**src/rtl/rice_core_id_queue_stage.sv**
```systemverilog
// rtl/rice_core_id_queue_stage.sv - decode stage behind a DEPTH-entry instruction queue
// Optional RICE_CORE_ID_QUEUE_ILLEGAL_CHECK_EN adds the registered o_id_illegal flag.
module rice_core_id_queue_stage #(
    parameter int XLEN   = 32,
    parameter int DEPTH  = 4,
    parameter bit BYPASS = 1'b1
) (
    input  logic                      i_clk,
    input  logic                      i_rst_n,
    input  logic                      i_enable,
    input  logic                      i_flush,
    input  logic                      i_if_valid,
    output logic                      o_if_ready,
    input  logic [XLEN-1:0]           i_if_pc,
    input  logic [31:0]               i_if_inst,
    input  logic [32*XLEN-1:0]        i_register_file,
    output logic                      o_id_valid,
    input  logic                      i_id_ready,
    output logic [XLEN-1:0]           o_id_pc,
    output logic [31:0]               o_id_inst,
    output logic [4:0]                o_id_rs1,
    output logic [4:0]                o_id_rs2,
    output logic [4:0]                o_id_rd,
    output logic [XLEN-1:0]           o_id_rs1_value,
    output logic [XLEN-1:0]           o_id_rs2_value,
    output logic [XLEN-1:0]           o_id_imm_value,
    output logic [$clog2(DEPTH):0]    o_id_count
`ifdef RICE_CORE_ID_QUEUE_ILLEGAL_CHECK_EN
    ,
    output logic                      o_id_illegal
`endif
);
    localparam int PW = $clog2(DEPTH);
    localparam int CW = PW + 1;
    localparam logic [CW-1:0] DEPTH_C = CW'(DEPTH);

    logic [XLEN-1:0] r_q_pc   [DEPTH];
    logic [31:0]     r_q_inst [DEPTH];
    logic [PW-1:0]   r_wr_ptr;
    logic [PW-1:0]   r_rd_ptr;
    logic [CW-1:0]   r_count;

    logic            r_id_valid;
    logic [XLEN-1:0] r_id_pc;
    logic [31:0]     r_id_inst;
    logic [4:0]      r_id_rs1, r_id_rs2, r_id_rd;
    logic [XLEN-1:0] r_id_rs1_value, r_id_rs2_value, r_id_imm_value;

    logic            w_enq, w_load, w_deq, w_push, w_from_queue;
    logic [XLEN-1:0] w_src_pc;
    logic [31:0]     w_src_inst;
    logic            w_known, w_use_rs1, w_use_rs2, w_use_rd;
    logic [31:0]     w_imm32;
    logic [4:0]      w_rs1, w_rs2, w_rd;
    logic [XLEN-1:0] w_regs [32];

    assign o_if_ready   = (r_count < DEPTH_C);
    assign o_id_count   = r_count;
    assign w_from_queue = (r_count != '0);
    assign w_enq  = i_if_valid && o_if_ready && i_enable && !i_flush;
    // Queue head always wins over the input so program order is kept.
    assign w_load = i_enable && !i_flush && (!r_id_valid || i_id_ready)
                    && (w_from_queue || (BYPASS && w_enq));
    assign w_deq  = w_load && w_from_queue;
    assign w_push = w_enq && !(w_load && !w_from_queue);

    assign w_src_pc   = w_from_queue ? r_q_pc[r_rd_ptr]   : i_if_pc;
    assign w_src_inst = w_from_queue ? r_q_inst[r_rd_ptr] : i_if_inst;

    always_comb begin
        w_known   = 1'b1;
        w_use_rs1 = 1'b0;
        w_use_rs2 = 1'b0;
        w_use_rd  = 1'b0;
        w_imm32   = '0;
        case (w_src_inst[6:0])
            7'b0110111, 7'b0010111: begin
                w_use_rd = 1'b1;
                w_imm32  = {w_src_inst[31:12], 12'b0};
            end
            7'b1101111: begin
                w_use_rd = 1'b1;
                w_imm32  = {{11{w_src_inst[31]}}, w_src_inst[31], w_src_inst[19:12],
                            w_src_inst[20], w_src_inst[30:21], 1'b0};
            end
            7'b1100111, 7'b0000011, 7'b0010011, 7'b0001111, 7'b1110011: begin
                w_use_rd  = 1'b1;
                w_use_rs1 = 1'b1;
                w_imm32   = {{20{w_src_inst[31]}}, w_src_inst[31:20]};
            end
            7'b1100011: begin
                w_use_rs1 = 1'b1;
                w_use_rs2 = 1'b1;
                w_imm32   = {{19{w_src_inst[31]}}, w_src_inst[31], w_src_inst[7],
                             w_src_inst[30:25], w_src_inst[11:8], 1'b0};
            end
            7'b0100011: begin
                w_use_rs1 = 1'b1;
                w_use_rs2 = 1'b1;
                w_imm32   = {{20{w_src_inst[31]}}, w_src_inst[31:25], w_src_inst[11:7]};
            end
            7'b0110011: begin
                w_use_rd  = 1'b1;
                w_use_rs1 = 1'b1;
                w_use_rs2 = 1'b1;
            end
            default: w_known = 1'b0;
        endcase
    end

    assign w_rs1 = w_use_rs1 ? w_src_inst[19:15] : 5'd0;
    assign w_rs2 = w_use_rs2 ? w_src_inst[24:20] : 5'd0;
    assign w_rd  = w_use_rd  ? w_src_inst[11:7]  : 5'd0;

    for (genvar g = 0; g < 32; g++) begin : g_regs
        assign w_regs[g] = i_register_file[g*XLEN +: XLEN];
    end

    always_ff @(posedge i_clk) begin
        if (w_push) begin
            r_q_pc[r_wr_ptr]   <= i_if_pc;
            r_q_inst[r_wr_ptr] <= i_if_inst;
        end
    end

    always_ff @(posedge i_clk or negedge i_rst_n) begin
        if (!i_rst_n) begin
            r_wr_ptr <= '0;
            r_rd_ptr <= '0;
            r_count  <= '0;
        end else if (i_flush) begin
            r_wr_ptr <= '0;
            r_rd_ptr <= '0;
            r_count  <= '0;
        end else begin
            if (w_push) r_wr_ptr <= r_wr_ptr + 1'b1;
            if (w_deq)  r_rd_ptr <= r_rd_ptr + 1'b1;
            case ({w_push, w_deq})
                2'b10:   r_count <= r_count + 1'b1;
                2'b01:   r_count <= r_count - 1'b1;
                default: r_count <= r_count;
            endcase
        end
    end

    // Operands are sampled here, at load time, so queued entries never go stale.
    always_ff @(posedge i_clk or negedge i_rst_n) begin
        if (!i_rst_n) begin
            r_id_valid     <= 1'b0;
            r_id_pc        <= '0;
            r_id_inst      <= '0;
            r_id_rs1       <= '0;
            r_id_rs2       <= '0;
            r_id_rd        <= '0;
            r_id_rs1_value <= '0;
            r_id_rs2_value <= '0;
            r_id_imm_value <= '0;
`ifdef RICE_CORE_ID_QUEUE_ILLEGAL_CHECK_EN
            o_id_illegal   <= 1'b0;
`endif
        end else if (i_flush || !i_enable) begin
            r_id_valid <= 1'b0;
        end else if (w_load) begin
            r_id_valid     <= 1'b1;
            r_id_pc        <= w_src_pc;
            r_id_inst      <= w_src_inst;
            r_id_rs1       <= w_rs1;
            r_id_rs2       <= w_rs2;
            r_id_rd        <= w_rd;
            r_id_rs1_value <= (w_rs1 == 5'd0) ? '0 : w_regs[w_rs1];
            r_id_rs2_value <= (w_rs2 == 5'd0) ? '0 : w_regs[w_rs2];
            r_id_imm_value <= XLEN'($signed(w_imm32));
`ifdef RICE_CORE_ID_QUEUE_ILLEGAL_CHECK_EN
            o_id_illegal   <= !w_known;
`endif
        end else if (i_id_ready) begin
            r_id_valid <= 1'b0;
        end
    end

    assign o_id_valid     = r_id_valid;
    assign o_id_pc        = r_id_pc;
    assign o_id_inst      = r_id_inst;
    assign o_id_rs1       = r_id_rs1;
    assign o_id_rs2       = r_id_rs2;
    assign o_id_rd        = r_id_rd;
    assign o_id_rs1_value = r_id_rs1_value;
    assign o_id_rs2_value = r_id_rs2_value;
    assign o_id_imm_value = r_id_imm_value;
endmodule

```
**config.mk**
```make
export PLATFORM = sky130hd
export DESIGN_NAME = rice_core_id_queue_stage
export DESIGN_NICKNAME = d
export VERILOG_FILES = /design/src/rtl/rice_core_id_queue_stage.sv
export SDC_FILE = /design/constraint.sdc
export NUM_CORES = 2
export LEC_CHECK = 0
export CAP_MARGIN = 5
export CORE_AREA = 2 2 493 495
export CTS_BUF_LIST = sky130_fd_sc_hd__clkbuf_4
export DETAILED_ROUTE_END_ITERATION = 12
export DIE_AREA = 0 0 495 497
export GPL_TIMING_DRIVEN = 1
export SLEW_MARGIN = 20
export SYNTH_ARGS = -nofsm -noshare
export SYNTH_HDL_FRONTEND = slang
export SYNTH_SLANG_ARGS = --single-unit
```
**constraint.sdc**
```tcl
create_clock -name i_clk -period 4.9 [get_ports i_clk]
set_input_delay 0.98 -clock i_clk [delete_from_list [all_inputs] [get_ports i_clk]]
set_output_delay 0.98 -clock i_clk [all_outputs]
set_load 0.03 [all_outputs]
```
==> impl_results.md <==
* Clk pin slew, worst setup/hold paths at 0.06 ns
* Max-Cap Viols at 0
* Via Count at 47,229
* Final Skew at 0.1443 ns
* Total track usage at 29.97%
* Slowest-stage cell, CP: a2111oi_0
* Yosys top cell area share at 22.21%
* Clock root cell: clkbuf_4
* Core area at 240,100 µm²
* Most common cell in the netlist: nand2_1
* Pwr Total at 21,830 µW
* Slowest cell delay on critical path at 0.92 ns
* # setup viols final at 0
* Min-Delay Path Class: primary input to asynchronous set/reset pin
* Crit path cell chain: mux4_2, mux2_2, o21ai_1, o21a_4, buf_4, nor3_1, a22o_1, a2111oi_0, buf_4, or4_1, nand3_1
* Status: completed
* Syn_area_per_cell at 7.981 µm²
* Max-slew violation count at 0
* Routed vias/inst at 5.221
* P_leak at 0.02013 µW
* Worst slew pin tran at 1.414 ns
* Period utilization at 96.93%
* Routed WL at 385,400 µm
* Synth cell types at 84
* Port bufs at 1,273
* Worst Setup End Kind: flip-flop
* Iter 0 DRT Violations at 6,305
* DP Cell Count at 8,680
* Mapped Nets at 5,435
* Post-Layout Cell Count at 9,046
* CTS tree: built
* Reg2reg path depth at 11
* HPWL Detailed at 313,800 µm
* Fin. Hold Viols at 0
* Worst-Skew Late Latency at 1.23 ns
* Synthesized area at 34,610 µm²
* Post-synth EDFFs at 256
* CP Class: flip-flop to flip-flop
* Starting Density at 14.41%
* Top FF cell, synth: edfxtp_1
* Initial antenna violation count at 312
* Fin crit period at 4.750 ns
* Cell mode on critical path: buf_4
* PD cells at 395.2 nW/µm²
* Synth Instances at 4,336
* IO Count at 1,274
* Most used routing layer: met2
* Synth area leader: edfxtp_1
* Critical Path Source Type: flip-flop
* M1 GR Usage at 34.82%
* Setup TNS at 0 ns
* DRC at 0
* Gp weighted congestion at 0.9641
* Chip width at 495 µm
* Detail Route Antenna Nets at 0
* Asr flop ratio synth at 41.69%
* Worst VDD drop at 411.5 µV
* Max transition margin at 5.193%
* Die area at 246,000 µm²
* Row cnt at 180
* GR Util met3 at 12.57%
* Largest net degree at the start of global routing at 118
* Die H at 497 µm
* YS warnings at 0
* Layout cells sized above 1 at 12.08%
* Vias in the first global route at 44,931
* Crit Path Max Fanout at 21
* Wirelength per Cell at 42.60 µm
* Arr. time, crit path at 5.80 ns
* FF+latch count, synth at 439
* Global-route wire length before repair at 483,500 µm
* Nets at 6,735
* Area contributors post-synth: edfxtp_1 22%, nand2_1 14%, dfrtp_1 13%, mux2i_1 6.5%, mux4_2 4.9%
* Synth cell count leaders: 1,314 x nand2_1, 256 x edfxtp_1, 254 x a21oi_1
* Total CTS buffers at 132
* RSZ-0062 raised after global routing: no
* P&R area growth vs syn at 59.62%
* Clk sink count at 439
* Total gr overflow at 0
* Seq/Total Area, Yosys at 35.45%
* Clock Path Buffers at 3
* Required @ worst endpoint at 5.95 ns
* FMAX at 210.5 MHz
* Met2 usage at 46.11%
* H-tree depth at 4
* Drt first pass iters at 8
## cells by family after synthesis
family	count (synthesis)	synth area share (%)
DFF	439	35.45
buffers and inverters	417	5.149
adders and majority gates	5	0.2025
AOI/OAI and AO/OA	1253	24.21
xor gates and xnor gates	4	0.1013
muxes	325	12.35
and+or+nand+nor	1893	22.54
## sequential cells by signal (all words and copies together) (netlist names)
signal,cells
r_q_pc,128
o_id_rs2,5
o_id_rs2_value,32
o_id_pc,32
r_wr_ptr,2
o_id_rs1_value,32
r_rd_ptr,2
o_id_count,3
o_id_rs1,5
o_id_inst,32
o_id_rd,5
o_id_imm_value,32
o_id_valid,1
r_q_inst,128
## where the power goes
part / total [µW] / internal, µW / switching [µW]
logic: 13000 / 4330 / 8680
clock network: 3970 / 1990 / 1990
registers: 4850 / 4430 / 418
## path summary, 6_finish.rpt
check / startpoint / to / slack [ns]
max: r_rd_ptr[0]$_DFFE_PN0P_ / o_id_rs1_value[29]$_DFFE_PN0P_ / 0.15
min: i_rst_n / o_id_valid$_DFFE_PN0P_ / 0.46
max reg2reg: r_rd_ptr[0]$_DFFE_PN0P_ / o_id_rs1_value[29]$_DFFE_PN0P_ / 0.15
min reg2reg: o_id_rs1_value[25]$_DFFE_PN0P_ / o_id_rs1_value[25]$_DFFE_PN0P_ / 0.48
max in group asynchronous: i_rst_n / o_id_rs2_value[29]$_DFFE_PN0P_ / 3.02
min in group i_clk: o_id_rs1_value[25]$_DFFE_PN0P_ / o_id_rs1_value[25]$_DFFE_PN0P_ / 0.48
## timing repair
item	CTS	global route
hold endpoints to repair	90	0
buffers inserted	0	6
gates resized for setup	0	1
hold buffers	1	0
setup endpoints to repair	0	2
## layer usage
| metal | vias to the layer above | share of wire [%] |
|---|---|---|
| met3 | 1117 | 12 |
| met2 | 3757 | 44 |
| met4 | 190 | 6.5 |
| met1 | 23169 | 37 |
| li1 | 18996 | - |
| met5 | - | 0.32 |
## layout make-up
type | count | area, µm²
antenna | 115 | 287.8
tap | 3185 | 3985
clock buffer | 175 | 1314
clock inverter | 69 | 481.7
timing repair buffer | 1576 | 15780
multi-input combinational | 3480 | 21090
inverter | 7 | 26.28
fill | 26358 | 184800
sequential | 439 | 12270
## through the flow
stage / util, % / setup slack (ns) / hold slack (ns) / instance area (µm²)
3_3_place_gp: 22.11 / -0.3122 / 0.4625 / 53080
5_1_grt: 22.97 / 0.1710 / 0.4028 / 55140
6_report: 23.01 / 0.1503 / 0.4610 / 55240
4_1_cts: 22.86 / 0.1511 / 0.3222 / 54890
3_5_place_dp: 22.11 / -0.3269 / 0.4694 / 53080
2_1_floorplan: - / 1.125 / 0.5382 / 34610
## layout by cell type, fill, tap and decap left out, drive strengths merged, types with 54 or more instances in the layout
cell type	n
and3	75
a21oi	256
o221ai	62
a221oi	66
a22oi	61
mux2i	232
a31oi	190
mux4	76
o22ai	89
clkbuf	175
nand2	1314
o21ai	209
clkinv	54
edfxtp	256
dfrtp	183
diode	115
nor2	212
o211ai	62
clkdlybuf4s50	1272
buf	303
nand3	193
## worst max-delay path: cells and delay by family (launching register included)
kind                   cells  cell delay, ns
buffers and inverters      2            0.58
AOI/OAI and AO/OA          4            1.80
and+or+nand+nor            3            0.64
muxes                      2            0.95
DFF                        1            0.71
Power figures use the tool's default switching activity.
